### src/rtl/hit_judge.sv
`default_nettype none
// +--------------------------------------------------------------------------+
// | hit_judge : rhythm-game hit judgement (PERFECT/GOOD/MISS), score, combo  |
// | Option macro: HIT_JUDGE_COMBO_EN enables combo counter and combo bonus   |
// | Rev 1.0                                                                  |
// +--------------------------------------------------------------------------+
module hit_judge #(
  parameter int PERF_WIN = 2_500_000,
  parameter int GOOD_WIN = 5_000_000,
  parameter int CNT_W    = 24
) (
  input  logic        i_Clk,
  input  logic        i_Rst,
  input  logic        i_Note,
  input  logic        i_Btn,
  output logic [1:0]  o_Sound_Cmd,
  output logic [15:0] o_Score,
  output logic [7:0]  o_Combo,
  output logic        o_Busy
);

  localparam logic [1:0]       c_CMD_NONE    = 2'd0;
  localparam logic [1:0]       c_CMD_PERFECT = 2'd1;
  localparam logic [1:0]       c_CMD_GOOD    = 2'd2;
  localparam logic [1:0]       c_CMD_MISS    = 2'd3;
  localparam logic [CNT_W-1:0] c_CNT_MAX     = {CNT_W{1'b1}};
  localparam logic [CNT_W-1:0] c_PERF        = CNT_W'(PERF_WIN);
  localparam logic [CNT_W-1:0] c_GOOD        = CNT_W'(GOOD_WIN);

  typedef enum logic [0:0] {
    IDLE = 1'b0,
    WAIT = 1'b1
  } state_t;

  state_t           r_state;
  state_t           w_state_nxt;
  logic             r_btn_q;
  logic             w_press;
  logic [CNT_W-1:0] r_since_press;
  logic [CNT_W-1:0] w_since_eff;
  logic [CNT_W-1:0] r_wait_cnt;
  logic [CNT_W-1:0] w_wait_nxt;
  logic             w_consume;
  logic [1:0]       w_cmd;
  logic [1:0]       r_cmd;
  logic [15:0]      r_score;
  logic             w_hit;
  logic             w_bonus;
  logic [16:0]      w_score_sum;

  assign w_press     = i_Btn & ~r_btn_q;
  assign w_since_eff = w_press ? '0 : r_since_press;
  assign w_hit       = (w_cmd == c_CMD_PERFECT) || (w_cmd == c_CMD_GOOD);

  always_ff @(posedge i_Clk) begin
    if (i_Rst) begin
      r_state    <= IDLE;
      r_wait_cnt <= '0;
      r_btn_q    <= 1'b0;
    end else begin
      r_state    <= w_state_nxt;
      r_wait_cnt <= w_wait_nxt;
      r_btn_q    <= i_Btn;
    end
  end

  always_comb begin
    w_state_nxt = r_state;
    w_wait_nxt  = r_wait_cnt;
    w_cmd       = c_CMD_NONE;
    w_consume   = 1'b0;
    case (r_state)
      IDLE: begin
        if (i_Note) begin
          if (w_since_eff <= c_PERF) begin
            w_cmd     = c_CMD_PERFECT;
            w_consume = 1'b1;
          end else if (w_since_eff <= c_GOOD) begin
            w_cmd     = c_CMD_GOOD;
            w_consume = 1'b1;
          end else begin
            w_state_nxt = WAIT;
            w_wait_nxt  = '0;
          end
        end
      end
      WAIT: begin
        if (w_press) begin
          w_cmd     = (r_wait_cnt <= c_PERF) ? c_CMD_PERFECT : c_CMD_GOOD;
          w_consume = 1'b1;
          // A note arriving with the press sees an already-consumed press, so it always waits
          if (i_Note) begin
            w_state_nxt = WAIT;
            w_wait_nxt  = '0;
          end else begin
            w_state_nxt = IDLE;
          end
        end else if (i_Note) begin
          w_cmd      = c_CMD_MISS;
          w_wait_nxt = '0;
        end else if (r_wait_cnt == c_GOOD) begin
          w_cmd       = c_CMD_MISS;
          w_state_nxt = IDLE;
        end else begin
          w_wait_nxt = r_wait_cnt + CNT_W'(1);
        end
      end
      default: w_state_nxt = IDLE;
    endcase
  end

  always_ff @(posedge i_Clk) begin
    if (i_Rst) begin
      r_since_press <= c_CNT_MAX;
    end else if (w_consume) begin
      r_since_press <= c_CNT_MAX;
    end else if (w_press) begin
      r_since_press <= '0;
    end else if (r_since_press != c_CNT_MAX) begin
      r_since_press <= r_since_press + CNT_W'(1);
    end
  end

`ifdef HIT_JUDGE_COMBO_EN
  logic [7:0] r_combo;

  assign w_bonus = w_hit && (r_combo >= 8'd10);
  assign o_Combo = r_combo;

  always_ff @(posedge i_Clk) begin
    if (i_Rst) begin
      r_combo <= '0;
    end else if (w_cmd == c_CMD_MISS) begin
      r_combo <= '0;
    end else if (w_hit && (r_combo != 8'hFF)) begin
      r_combo <= r_combo + 8'd1;
    end
  end
`else
  assign w_bonus = 1'b0;
  assign o_Combo = '0;
`endif

  assign w_score_sum = {1'b0, r_score}
                     + ((w_cmd == c_CMD_PERFECT) ? 17'd2 : 17'd0)
                     + ((w_cmd == c_CMD_GOOD)    ? 17'd1 : 17'd0)
                     + (w_bonus                  ? 17'd1 : 17'd0);

  always_ff @(posedge i_Clk) begin
    if (i_Rst) begin
      r_cmd   <= c_CMD_NONE;
      r_score <= '0;
    end else begin
      r_cmd   <= w_cmd;
      r_score <= w_score_sum[16] ? 16'hFFFF : w_score_sum[15:0];
    end
  end

  assign o_Sound_Cmd = r_cmd;
  assign o_Score     = r_score;
  assign o_Busy      = (r_state == WAIT);

endmodule
`default_nettype wire

### config.mk
export PLATFORM = sky130hd
export DESIGN_NAME = hit_judge
export DESIGN_NICKNAME = d
export VERILOG_FILES = /design/src/rtl/hit_judge.sv
export SDC_FILE = /design/constraint.sdc
export NUM_CORES = 1
export LEC_CHECK = 0
export CAP_MARGIN = 20
export CORE_MARGIN = 1.5
export CORE_UTILIZATION = 50
export DETAILED_ROUTE_END_ITERATION = 8
export PLACE_DENSITY = 0.7
export SLEW_MARGIN = 20
export SYNTH_ARGS = -nofsm -noshare
export SYNTH_HDL_FRONTEND = slang
export SYNTH_SLANG_ARGS = --single-unit
### constraint.sdc
create_clock -name i_Clk -period 7.3 [get_ports i_Clk]
set_input_delay 1.095 -clock i_Clk [delete_from_list [all_inputs] [get_ports i_Clk]]
set_output_delay 1.095 -clock i_Clk [all_outputs]
set_load 0.005 [all_outputs]
==> Yosys cells after proc, flatten, opt, wreduce, memory -nomap -nowiden <==
Index checks and enable logic that the tools add are counted.
{ "op_classes": {"addsub": 4, "magnitude_cmp": 3, "n_eq_ne": 9, "muxes": 35, "n_bitwise": 3, "n_reduce_logical": 3} }
{ "ops": {"columns": ["operator", "count"], "rows": [
  ["24-bit two-way mux", 10],
  ["24-bit by 1-bit adder with 24-bit output, second input constant", 2],
  ["24-bit by 22-bit less-or-equal comparator with 1-bit output, second input constant", 2],
  ["24-bit one-hot mux with 2 select lines", 1],
  ["24-bit by 23-bit equality test with 1-bit output, second input constant", 1],
  ["24-bit by 23-bit less-or-equal comparator with 1-bit output, second input constant", 1],
  ["24-bit != test, second input constant", 1],
  ["16-bit by 2-bit adder with 17-bit output", 1],
  ["17-bit by 1-bit adder with 17-bit output", 1],
  ["16-bit two-way mux", 1],
  ["2-bit two-way mux", 8],
  ["1-bit two-way mux", 12],
  ["2-bit != test, second input constant", 3],
  ["3-bit != test, second input constant", 2],
  ["5-bit AND reduction", 1],
  ["1-bit one-hot mux with 2 select lines", 2],
  ["2-bit one-hot mux with 2 select lines", 1],
  ["2-bit by 1-bit equality test with 1-bit output, second input constant", 1],
  ["2-bit equality test, second input constant", 1],
  ["1-bit inverter", 2],
  ["2-bit nonzero test", 1],
  ["2-bit OR reduction", 1],
  ["1-bit AND", 1]
]} }
{ "totals": {"ff_bits": 68, "in_bits": 4, "out_inout_bits": 27, "word_cells": 63} }

==> Logic depth before layout (Yosys ltp) <==
Gate-level depths: netlist (run 1).
{ "depth": {"ltp_word": 13, "mapped_depth": 14, "depth_no_buf": 14} }

==> Least setup slack after synthesis (run 1) <==
No wires, ideal clock.
{ "synth_timing": {"kind": "input -> register", "startpoint": "in i_Btn", "endpoint": "reg r_score[14], in the netlist o_Score[14]", "setup_time_ns": 0.128, "arrival_ns": 4.015, "required_ns": 7.172, "slack_ns": 3.157, "stages": 14, "n_path_buf": 1, "cell_sequence": "nand2b_1 > clkbuf_1 > nand4_1 > or4_4 > o21ai_4 > nand3_1 > nand2_1 > ha_1 > inv_1 > fa_1 > or3_1 > or4b_1 > o21ai_0 > nor2_1"} }
{ "synth_between": {"elab_chain_cells": 12} }
{ "synth_lines": {"columns": ["element", "line_no", "source"], "rows": [
  ["from (decl)", "15", "input logic i_Btn,"],
  ["1-bit AND (*)", "51", "assign w_press = i_Btn & ~r_btn_q;"],
  ["24-bit two-way mux", "52", "assign w_since_eff = w_press ? '0 : r_since_press;"],
  ["24-bit by 23-bit less-or-equal comparator with 1-bit output", "78", "end else if (w_since_eff <= c_GOOD) begin"],
  ["2-bit two-way mux", "78", null],
  ["2-bit two-way mux", "75", "if (w_since_eff <= c_PERF) begin"],
  ["2-bit two-way mux", "74", "if (i_Note) begin"],
  ["2-bit one-hot mux with 2 select lines (*)", "72", "case (r_state)"],
  ["2-bit by 1-bit equality test with 1-bit output", "145", "+ ((w_cmd == c_CMD_PERFECT) ? 17'd2 : 17'd0)"],
  ["2-bit two-way mux", "145", null],
  ["16-bit by 2-bit adder with 17-bit output", "145", null],
  ["17-bit by 1-bit adder with 17-bit output (*)", "146", "+ ((w_cmd == c_CMD_GOOD) ? 17'd1 : 17'd0)"],
  ["16-bit two-way mux (*)", "155", "r_score <= w_score_sum[16] ? 16'hFFFF : w_score_sum[15:0];"],
  ["to (signal assigned)", "155", null],
  ["to (decl)", "46", "logic [15:0] r_score;"]
]} }
Mark *: on every way between the ends. The rest lies on a longest branch, timed or not.
A chain may end at the register's enable or synchronous reset.

==> Worst setup path after layout (run 1) <==
Same ends and word-level chain as after synthesis.

==> flow_summary.yaml, run 1 <==
run_status:
  status: "complete, no violations"
worst_setup_path:
  worstPathCellList: "clkdlybuf4s50_1, nor2b_4, a211oi_1, a2111oi_0, a211oi_1, or3_1, o21a_1, fa_1, or3_1, or4b_1, o21ai_0, nor2_1"
  crit_fanout: 31
  rr_startpoint: "r_btn_q"
  crit_type: "in -> reg"
  required_ns: 7.51
  crit_arrival_ns: 4.94
  r2r_slack_ns: 3.52
  critPathLaunch: "i_Btn"
  crit_buf_inv: 1
  crit_path_start_kind: "input pin"
  reg2reg_to: "o_Score[14]"
  cp_slowest_cell: "nor2b_4"
  path_depth: 12
  cpPeakStageDelay_ns: 0.55
  rr_worst_depth: 11
  crit_end: "o_Score[14]"
  cpLargestDelayFamily: "simple AND/OR/NAND/NOR gates"
  crit_path_end_kind: "register"
place:
  dp_hpwl_um: 5980
  dpl_cell_area_um2: 4190
  routabilityCongestion: 0.858
  io_buffers: 22
power_and_ir_drop:
  ir_drop_mv: 0.119
  p_per_area_nw_per_um2: 204
  p_leak_nw: 1.44
finish:
  drive_above_1_share_pct: 8.23
  seqCellArea_um2: 1360
  multi_input_area_um2: 2450
  area_growth_pct: 10.2
  num_antenna_cells: 0
  layout.filler_cells: 742
  final_area_um2: 4430
  finalNetCount: 503
global_route:
  grt_overflow: 0
  grtUsageTotal_pct: 21.8
  grt_max_degree: 48
  first_global_vias: 3265
  grt_antenna_before_repair: 0
  grt_pass1_wl_um: 15100
timing:
  slew_headroom_pct: 29.8
  fmax_ghz: 0.211
  finalMaxSlewViolations: 0
  tightest_slew_ns: 1.05
  rsz0062_at_grt: "false"
  setup_tns_ns: 0
  period_share_pct: 64.8
  finalSetupViolations: 0
  final-hold-violation-count: 0
  skew_ns: 0.0106
  post-route-min-period_ns: 4.73
synth:
  postSynthCellCount: 493
  synth_ff_type: "dfxtp_1"
  synth.distinct_cells: 64
  synth-seq-area-share_pct: 33.9
  yosysWarnings: 0
  synth_top_cell_by_area: "dfxtp_1"
  yosys-top-cells-count: "dfxtp_1, nand2_1, o21ai_0"
  yosys.cell_count.top_type: "dfxtp_1"
  async_flop_share_pct: 0
  synth_seq_cells: 68
  synth_top_area_share_pct: 33.9
  syn_avg_cell_area_um2: 8.15
  synth.area.top_cells: "dfxtp_1, o21ai_0, a21oi_1"
  syn_area_um2: 4020
  synth_edf_count: 0
cts:
  clockBufferDepth: 2
  cts_tree: "built"
  cts_setup_buffers: 0
  cts.sinks: 68
  htreeDepth: 3
  clock-root-buffer: "clkbuf_8"
  clk_pin_slew_worst_paths_ns: 0.08
  worstSkewPairLatency_ns: 0.35
  cts_buffers: 9
  hold_buffers: 0
  cts_resized: 0
worst_hold_path:
  hold_depth: 2
  hp-class: "reg -> reg"
floorplanning:
  chipWidth_um: 92.6
  core_um2: 7770
  dieArea_um2: 8580
  initial_core_util_pct: 51.7
  io_pins: 31
  row_count: 32
  die_h_um: 92.6
detailed_routing:
  first_iter_violations: 239
  drt-total-wl_um: 8860
  drcViolationCount: 0
  wl_per_cell_um: 14.8
  ant_nets: 0
  dr.pass1.iters: 5
  vias_per_cell: 6.05
  vias: 3629
flow_run:
  cap_violations: 0
[how the worst min path moves through the flow]
| stage | startpoint | end | slack [ns] |
|---|---|---|---|
| final | r_wait_cnt[15] | r_wait_cnt[15] | 0.54 |
| after global routing | r_wait_cnt[17] | r_wait_cnt[17] | 0.56 |
| after CTS | r_wait_cnt[18] | r_wait_cnt[18] | 0.54 |
| after detailed placement | r_wait_cnt[18] | r_wait_cnt[18] | 0.52 |
| after global placement | r_wait_cnt[15] | r_wait_cnt[15] | 0.52 |
| after floorplan | r_wait_cnt[17] | r_wait_cnt[17] | 0.48 |
[layer usage]
metal	vias to the layer above	routed length, µm	track usage (%)
met5	-	0	0
met4	0	105	8.08
met3	10	415	5.01
met2	91	4090	34.9
met1	1718	4250	28.7
li1	1810	-	-
[stage by stage]
stage | utilization, % | worst slack, ns | hold slack [ns] | cells | total power (W)
floorplan | - | 3.16 | 0.477 | 500 | 0.000525
global placement | 53.9 | 1.98 | 0.521 | 584 | 0.000547
detailed placement | 54.0 | 1.88 | 0.524 | 584 | 0.000550
CTS | 56.9 | 2.25 | 0.542 | 600 | 0.000912
global route | 57.0 | 2.25 | 0.564 | 600 | 0.000949
finish | 57.0 | 2.57 | 0.544 | 600 | 0.000903
[layout by cell type (no fill, tap or decap), types with 7 or more instances in the layout]
master	netlist	final
xnor2_1	12	12
o21ai_0	40	40
clkdlybuf4s50_1	0	21
nand2_1	44	44
xor2_1	15	15
nand2b_1	8	8
nor4_1	9	9
nand3_1	24	24
a21oi_1	36	36
a311oi_1	9	9
nor3_1	14	14
inv_1	10	10
nor2_1	37	36
nand4_1	20	20
conb_1	1	8
clkbuf_8	0	9
dfxtp_1	68	68
a311oi_2	7	7
[sequential cells by signal, indices dropped and copies added (netlist names)]
name / count
o_Score: 16
o_Busy: 1
r_btn_q: 1
r_wait_cnt: 24
r_since_press: 24
o_Sound_Cmd: 2
[worst min-delay path, stage by stage, from the launching register on]
cell and delay [ns]:
dfxtp_1 0.35, o21ai_0 0.09, a21oi_1 0.06
[power breakdown]
group | total [W] | switching (W) | internal (W)
logic | 0.000122 | 0.0000719 | 0.0000498
registers | 0.000421 | 0.0000316 | 0.000389
clock network | 0.000360 | 0.000162 | 0.000198
total | 0.000903 | 0.000265 | 0.000637
[cells by family after synthesis]
| family | share of synthesized area (%) |
|---|---|
| other | 0.0934 |
| adders and majority gates | 2.06 |
| muxes | 0.997 |
| buffers and inverters | 6.07 |
| xor gates and xnor gates | 5.89 |
| and+or+nand+nor | 28.3 |
| AOI/OAI and AO/OA | 22.7 |
| DFF | 33.9 |
[area by class of cell]
cell class                      instances  share of cell area, %
Multi-Input combinational cell        381                   55.3
Sequential cell                        68                   30.8
Timing Repair Buffer                   23                   5.03
Tap cell                              102                   2.88
Clock buffer                            9                   2.80
Clock inverter                          7                   2.40
Inverter                               10                  0.848
Power figures use the tool's default switching activity.
==> run 2: changes to the inputs <==
--- a/config.mk
+++ b/config.mk
@@ -9,7 +9,7 @@
 export CORE_MARGIN = 1.5
 export CORE_UTILIZATION = 50
 export DETAILED_ROUTE_END_ITERATION = 8
-export PLACE_DENSITY = 0.7
+export PLACE_DENSITY = 0.73
 export SLEW_MARGIN = 20
 export SYNTH_ARGS = -nofsm -noshare
 export SYNTH_HDL_FRONTEND = slang
==> constraint.sdc (replaced) <==
create_clock -name i_Clk -period 3.9 [get_ports i_Clk]
set_input_delay 0.585 -clock i_Clk [delete_from_list [all_inputs] [get_ports i_Clk]]
set_output_delay 0.585 -clock i_Clk [all_outputs]
set_load 0.005 [all_outputs]
==> run 2 against run 1 <==
Combinational power grew 100%. Design area grew 3.6%. Utilization grew 2.0 points. Register-to-register slack lost 3.2 ns. Routed wire length grew 8.9%. Clock power grew 110%.
==> flow_summary.yaml, run 2 (same netlist as run 1, synthesis figures left out) <==
run_status:
  status: "complete, no violations"
worst_setup_path:
  cp_common_cell: "or3_1"
  cp_slowest_cell: "clkdlybuf4s50_1"
  rr_startpoint: "r_since_press[17]"
  crit_type: "in -> reg"
  critPathLaunch: "i_Btn"
  worstPathCellList: "clkdlybuf4s50_1, nor2b_2, a211oi_1, a2111oi_1, a211oi_2, or3_1, o21a_1, fa_1, or3_1, or4b_1, o21ai_0, nor2_1"
  crit_path_end_kind: "register"
  crit_fanout: 3
  required_ns: 4.10
  cpPeakStageDelay_ns: 0.51
  r2r_slack_ns: 0.37
  rr_worst_depth: 13
  crit_arrival_ns: 3.88
  crit_path_start_kind: "input pin"
timing:
  tightest_slew_ns: 0.956
  finalSetupViolations: 0
  period_share_pct: 94.4
  post-route-min-period_ns: 3.68
  final-hold-violation-count: 0
  finalMaxSlewViolations: 0
  slew_headroom_pct: 36.3
  skew_ns: 0.0125
  fmax_ghz: 0.272
worst_hold_path:
  hp-class: "reg -> reg"
  min_from: "r_wait_cnt[15]"
  hold_depth: 2
global_route:
  first_global_vias: 3628
  grt_pass1_wl_um: 16600
  grtUsageTotal_pct: 24.0
  grt_overflow: 0
  grt_antenna_before_repair: 0
  grt_max_degree: 48
detailed_routing:
  vias_per_cell: 6.16
  vias: 3786
  ant_nets: 0
  wl_per_cell_um: 15.7
  dr.pass1.iters: 5
  drcViolationCount: 0
  first_iter_violations: 243
  drt-total-wl_um: 9650
cts:
  hold_buffers: 0
  cts_tree: "built"
  clock-root-buffer: "clkbuf_8"
  worstSkewPairLatency_ns: 0.36
  cts_setup_buffers: 0
  clockBufferDepth: 2
  cts_buffers: 9
  clk_pin_slew_worst_paths_ns: 0.07
  htreeDepth: 3
  cts.sinks: 68
floorplanning:
  core_um2: 7770
  dieArea_um2: 8580
  io_pins: 31
  chipWidth_um: 92.6
  row_count: 32
  initial_core_util_pct: 51.7
  die_h_um: 92.6
finish:
  finalNetCount: 519
  num_antenna_cells: 0
  final_area_um2: 4590
  mostFrequentLayoutCells: "dfxtp_1, nand2_1, o21ai_0, nor2_1, a21oi_1"
  fin_cells: 615
  drive_above_1_share_pct: 11.1
  layout.cells.most_common: "dfxtp_1"
  area_growth_pct: 14.2
place:
  routabilityCongestion: 0.872
  io_buffers: 22
  dp_hpwl_um: 6550
  dpl_cell_area_um2: 4310
  dpl.cell_count: 600
flow_run:
  cap_violations: 0
power_and_ir_drop:
  p_per_area_nw_per_um2: 392
  ir_drop_mv: 0.237
  p_leak_nw: 1.53
## run 2: per-layer routing
layer / track usage (%) / vias to the layer above / share of wire, %
met4: 9.47 / 0 / 1.8
met5: 0 / - / 0
met2: 40.2 / 128 / 48
met3: 5.17 / 19 / 5.9
li1: - / 1834 / -
met1: 29.9 / 1805 / 44
## run 2: where the power goes
part | leakage (nW) | total [W] | switching [W] | internal, W
registers | 0.555 | 0.000786 | 0.0000572 | 0.000729
logic | 0.845 | 0.000247 | 0.000146 | 0.000102
clock network | 0.126 | 0.000765 | 0.000277 | 0.000488
total | 1.53 | 0.00180 | 0.000479 | 0.00132
## run 2: final cells by class
cell class | count | area [µm²]
Fill cell | 705 | 3180
Multi-Input combinational cell | 381 | 2450
Sequential cell | 68 | 1360
Timing Repair Buffer | 39 | 347
Clock inverter | 6 | 136
Tap cell | 102 | 128
Clock buffer | 9 | 124
Inverter | 10 | 37.5
## run 2: what timing repair did
item	4_1_cts	5_1_grt
resized for setup	0	5
hold endpoints to repair	0	0
endpoints found under the setup margin	0	8
## run 2: per-stage QoR
step | utilization, % | setup TNS (ns) | hold slack, ns | setup WS, ns | total power, W
2_1_floorplan | - | 0 | 0.477 | 0.267 | 0.000983
3_3_place_gp | 55.4 | -0.0477 | 0.507 | -0.0477 | 0.00103
5_1_grt | 59.0 | -0.0286 | 0.565 | -0.0286 | 0.00188
6_report | 59.0 | 0 | 0.524 | 0.219 | 0.00180
4_1_cts | 58.8 | 0 | 0.526 | 0.164 | 0.00181
3_5_place_dp | 55.4 | -1.16 | 0.514 | -0.195 | 0.00104
## run 2: critical path, delay by kind of cell
kind | cells | cell delay [ns]
AND/OR/NAND/NOR | 5 | 1.49
buffers and inverters | 1 | 0.51
AO/OA/AOI/OAI | 5 | 0.88
adder cells (fa/ha/maj) | 1 | 0.40
## run 2: worst paths after layout
path / end
setup / recovery: o_Score[14]
hold / removal: r_wait_cnt[15]
setup reg to reg: o_Score[14]
hold reg to reg: r_wait_cnt[15]
